File: src/rtl/down_counter_ctrl.sv
// Loadable down-counter sequencer with start, pause, abort and terminal-count pulse.
// Optional feature macro: AUTO_RELOAD_EN (reload from the latched start value at terminal count).
module down_counter_ctrl #(
  parameter int WIDTH = 6
) (
  input  logic             clk,
  input  logic             rst,
  input  logic             start,
  input  logic [WIDTH-1:0] load_val,
  input  logic             pause,
  input  logic             abort,
  output logic [WIDTH-1:0] count,
  output logic             busy,
  output logic             done,
  output logic [1:0]       state
);

  typedef enum logic [1:0] {
    IDLE    = 2'b00,
    RUN     = 2'b01,
    PAUSE   = 2'b10,
    ILLEGAL = 2'b11
  } state_t;

  state_t           state_q, state_d;
  logic [WIDTH-1:0] count_q, count_d;
  logic [WIDTH-1:0] reload_q, reload_d;
  logic             done_q, done_d;
  logic             busy_q, busy_d;

  always_comb begin
    state_d  = state_q;
    count_d  = count_q;
    reload_d = reload_q;
    done_d   = 1'b0;
    case (state_q)
      IDLE: begin
        if (start) begin
          if (load_val != '0) begin
            count_d  = load_val;
            reload_d = load_val;
            state_d  = RUN;
          end else begin
            count_d = '0;
            done_d  = 1'b1;
          end
        end
      end
      RUN: begin
        if (abort) begin
          count_d = '0;
          state_d = IDLE;
        end else if (pause) begin
          state_d = PAUSE;
        end else if (count_q <= WIDTH'(1)) begin
          // Terminal count: the 1->0 edge carries the done pulse
          done_d = 1'b1;
`ifdef AUTO_RELOAD_EN
          count_d = reload_q;
          state_d = RUN;
`else
          count_d = '0;
          state_d = IDLE;
`endif
        end else begin
          count_d = count_q - WIDTH'(1);
        end
      end
      PAUSE: begin
        if (abort) begin
          count_d = '0;
          state_d = IDLE;
        end else if (!pause) begin
          state_d = RUN;
        end
      end
      default: begin
        count_d = '0;
        state_d = IDLE;
      end
    endcase
    busy_d = (state_d != IDLE);
  end

  always_ff @(posedge clk or posedge rst) begin
    if (rst) begin
      state_q  <= IDLE;
      count_q  <= '0;
      reload_q <= '0;
      done_q   <= 1'b0;
      busy_q   <= 1'b0;
    end else begin
      state_q  <= state_d;
      count_q  <= count_d;
      reload_q <= reload_d;
      done_q   <= done_d;
      busy_q   <= busy_d;
    end
  end

  assign count = count_q;
  assign busy  = busy_q;
  assign done  = done_q;
  assign state = state_q;

endmodule

File: config.mk
export PLATFORM = sky130hd
export DESIGN_NAME = down_counter_ctrl
export DESIGN_NICKNAME = d
export VERILOG_FILES = /design/src/rtl/down_counter_ctrl.sv
export SDC_FILE = /design/constraint.sdc
export NUM_CORES = 1
export LEC_CHECK = 0
export CAP_MARGIN = 10
export CORE_UTILIZATION = 43
export CTS_CLUSTER_DIAMETER = 100
export DETAILED_ROUTE_END_ITERATION = 10
export HOLD_SLACK_MARGIN = 0.1
export PLACE_DENSITY_LB_ADDON = 0.2
export SYNTH_ARGS = -nofsm -noshare
export SYNTH_HDL_FRONTEND = slang
export SYNTH_SLANG_ARGS = --single-unit
File: constraint.sdc
create_clock -name clk -period 2 [get_ports clk]
set_clock_uncertainty 0.05 [all_clocks]
set_input_delay 0.4 -clock clk [delete_from_list [all_inputs] [get_ports clk]]
set_output_delay 0.4 -clock clk [all_outputs]
set_load 0.01 [all_outputs]
* Word level (Yosys, flattened, before mapping)
Cells that the tools add are included.
Storage, ports and cells: register bits 10, latch bits 0, memory bits (writable) 0, bits in read-only memories 0, bits of input ports 11, output and inout bits 10, logic and storage cells 36, memories kept 0
Operators by class: add/sub/neg operators 1, multipliers 0, div/mod/pow operators 0, $lt $le $gt $ge 1, equality and inequality tests 5, shifts and indexed selects 0, multiplexer cells 21, bitwise operators 0, reductions and logical operators 4
Operators with widths (number):
- $mux 6 | 6
- $pmux 6 s3 | 1
- $mux 2 | 7
- $le 6x1->1 const B | 1
- $pmux 2 s3 | 1
- $reduce_bool 6->1 | 1
- $sub 6x1->6 const B | 1
- $mux 1 | 5
- $ne 2x2->1 const B | 2
- $ne 3x3->1 const B | 1
- $reduce_and 3->1 | 1
- $eq 2x1->1 const B | 1
- $eq 2x2->1 const B | 1
- $logic_not 2->1 | 1
- $pmux 1 s2 | 1
- $reduce_bool 2->1 | 1

* Depth between registers and ports, before layout
depth in word-level cells 6, gate-level depth with buffers 6, gate-level depth less buffers 6

* Worst setup path after synthesis
No wires, ideal clock.
path kind register to register, from register count_q[2] (netlist: count[2]), to register count_q[0] (netlist: count[0]), library setup time 0.130 ns, data arrival time 1.515 ns, data required time 1.820 ns, slack 0.305 ns, cell stages (with the launch flop) 5, path buffers 0, clock period less this slack 1.695 ns, cell sequence dfrtp_1 > or3_4 > or3_4 > a221oi_1 > a21oi_1
On the way: cells in the longest elaborated chain, start to end 5
Ends and longest elaborated chain:
- from (decl) | line 26 | logic [WIDTH-1:0] count_q, count_d;
- from (signal assigned) | line 94 | count_q <= count_d;
- $le 6x1->1 | line 55 | end else if (count_q <= WIDTH'(1)) begin
- $mux 6 | line 55
- $mux 6 | line 53 | end else if (pause) begin
- $mux 6 | line 50 | if (abort) begin
- $pmux 6 s3 | line 36 | case (state_q)
Every way passes these cells. The select of a mux whose other input is x is not followed. A chain may end at the register's enable or synchronous reset.

* Worst setup path after layout
from register state_q[1] (netlist: state[1]), to output state[1]
RTL lines:
- from (decl) | line 25 | state_t state_q, state_d;
- from (signal assigned) | line 93 | state_q <= state_d;
- to (decl) | line 15 | output logic [1:0] state
No word-level cell between the ends.

==> out/metrics.cfg <==
[outcome]
outcome = complete, no violations

[cells_and_area]
drive_above_1_share_pct = 12.50
fillers = 116
diodes = 0
multi_input_area_um2 = 335.3
seq_area_um2 = 250.2
area_growth_pct = 39.31
final_core_util_pct = 65.62
nets = 103

[power_and_ir_drop]
vdd_drop_max_mv = 0.5971
p_comb_share_pct = 52.0
p_per_area_nw_per_um2 = 1188
p_int_mw = 0.6306
seq_power_share_pct = 35.1
power_mw = 1.027
cellLeakagePower_nw = 0.3593
p_sw_mw = 0.3964
swShare_pct = 38.60
power_frac_clock_pct = 12.9

[sta]
rsz0062_at_grt = no
hold_viol = 0
finalMaxSlewViolations = 0
slew_headroom_pct = 74.54
min_period_over_period_pct = 91.30
setup_tns_ps = 0
setup_viol = 0
worst-slew-pin-transition_ps = 381.5
max_freq_ghz = 0.5477
fin_crit_ps = 1826

[cts]
cts_tree = yes
clkSinkCount = 10
cts-root-buf = clkbuf_4
clk_latency_ps = 260
cts_resized = 0
clockBufferDepth = 2
path_clk_slew_ps = 60
cts_setup_buffers = 0
cts_inserted_buffers = 3
holdBufCountCts = 0
htree_levels = 1

[global_route]
grt_pass1_vias = 532
gr-total-overflow = 0
antenna_found_initial = 0
grt_pass1_wl_mm = 2.194
grt_max_degree = 11
track_usage_pct = 20.72

[drt]
drt_wl_total_mm = 1.391
ant_nets = 0
drc_errors = 0
first_iter_violations = 14
firstDrtPassIters = 4
num_vias = 591
wl_per_cell_um = 13.50
routed_via_density = 5.738

[setup_path]
crit_family = buffers and inverters
path_cells = clkdlybuf4s50_1
critPathBufInv = 1
critPathRequiredTime_ps = 1550
cp_data_arrival_time_ps = 1380
critPathCaptureType = output port
crit_path_max_fanout = 10
path_class = flip-flop to output port
slowest_delay_ps = 600
worst_path_max_delay_cell = clkdlybuf4s50_1
startpoint_type = flip-flop

[logic_synthesis]
synth_cell_types = 29
synth-async-reset-ratio_pct = 100.0
synth_common_cells = dfrtp_1, nor2_1, nor3_1
netlist.area_leader.share_pct = 40.32
synth_area_leader_cell = dfrtp_1
avgSynthCellArea_um2 = 9.548
ys_seq_area_share_pct = 40.32
synthesis.nets = 78
synthFlopType = dfrtp_1
synthCells = 65
synth_edf_count = 0
synth_area_um2 = 620.6
ys_seq_elements = 10
synth_area_leaders = dfrtp_1, nor2_1, xnor2_1
ys_warn_count = 0

[die]
die_y_um = 39.99
io_pins = 21
die_x_um = 39.99
die-area_um2 = 1599
rows = 13
coreArea_um2 = 1318
initial_utilization_pct = 47.10

[placement]
port_buffers = 20
gp_congestion = 0.7764
hpwl_mm = 1.051

[flow_run]
maxCapViolCount = 0

[hold_path]
hold_path.class = input pin to async pin

-- per-stage QoR --
stage / std cells / setup WS, ps / instance area (µm²) / hold slack (ps)
2_1_floorplan: 65 / 304.7 / 620.6 / 190.2
3_3_place_gp: 100 / -29.30 / 842.1 / 533.1
3_5_place_dp: 100 / -55.05 / 842.1 / 545.0
4_1_cts: 103 / 171.6 / 864.6 / 383.5
5_1_grt: 103 / 132.3 / 864.6 / 431.2
6_report: 103 / 174.0 / 864.6 / 363.9
-- power by group through the flow --
stage | clock (mW) | sequential (mW) | combinational [mW]
after floorplan | 0 | 0.370 | 0.312
after global placement | 0 | 0.358 | 0.518
after detailed placement | 0 | 0.360 | 0.533
after CTS | 0.135 | 0.357 | 0.536
after global routing | 0.146 | 0.369 | 0.593
final | 0.132 | 0.361 | 0.534
-- sequential cells by signal, indices dropped and copies added (netlist names) --
name,cells
done,1
busy,1
state,2
count,6
-- cell families after synthesis --
| family | count (synthesis) | share of synthesized area [%] |
|---|---|---|
| simple gates | 28 | 25.81 |
| compound gates | 13 | 17.14 |
| flops | 10 | 40.32 |
| buf+inv | 7 | 5.643 |
| xor+xnor | 5 | 7.056 |
| fa+ha+maj | 2 | 4.032 |
-- routing by layer --
metal  wire length, µm  part of all wire [%]  up-vias  GRT usage (%)
met1               642                    46      277          25.77
met4                10                  0.72        0          10.34
met3                86                   6.2        2          5.000
met2               652                    47       26          33.06
met5                 0                     0        -              0
li1                  -                     -      286              -
-- final timing paths --
check	start	end	slack, ps	cells after the start
worst max-delay path	state[1]	state[1]	170	1
worst min-delay path	rst	count[3]	360	2
worst max register to register	count[2]	count[1]	200	4
worst min register to register	count[4]	count[4]	570	1
max in group asynchronous	rst	count[4]	1260	2
min in group clk	count[4]	count[4]	570	1
-- cell type report --
cell class / count / share of cell area (%)
multi-input cells: 48 / 38.78
flip-flops and latches: 10 / 28.94
repair buffers: 23 / 25.76
clock buffers: 3 / 2.605
well taps: 15 / 2.171
inverters: 4 / 1.737
-- cells in the final DEF, fill, tap and decap left out, types with 3 or more instances in the layout --
cell type        Yosys  final
dfrtp_1             10     10
clkdlybuf4s50_1      0     20
buf_4                0      3
nor3_1               5      5
clkbuf_4             0      3
xnor2_1              4      4
nor2_1              10     10
inv_1                4      4
No activity file was read; power rests on OpenSTA's default activity.
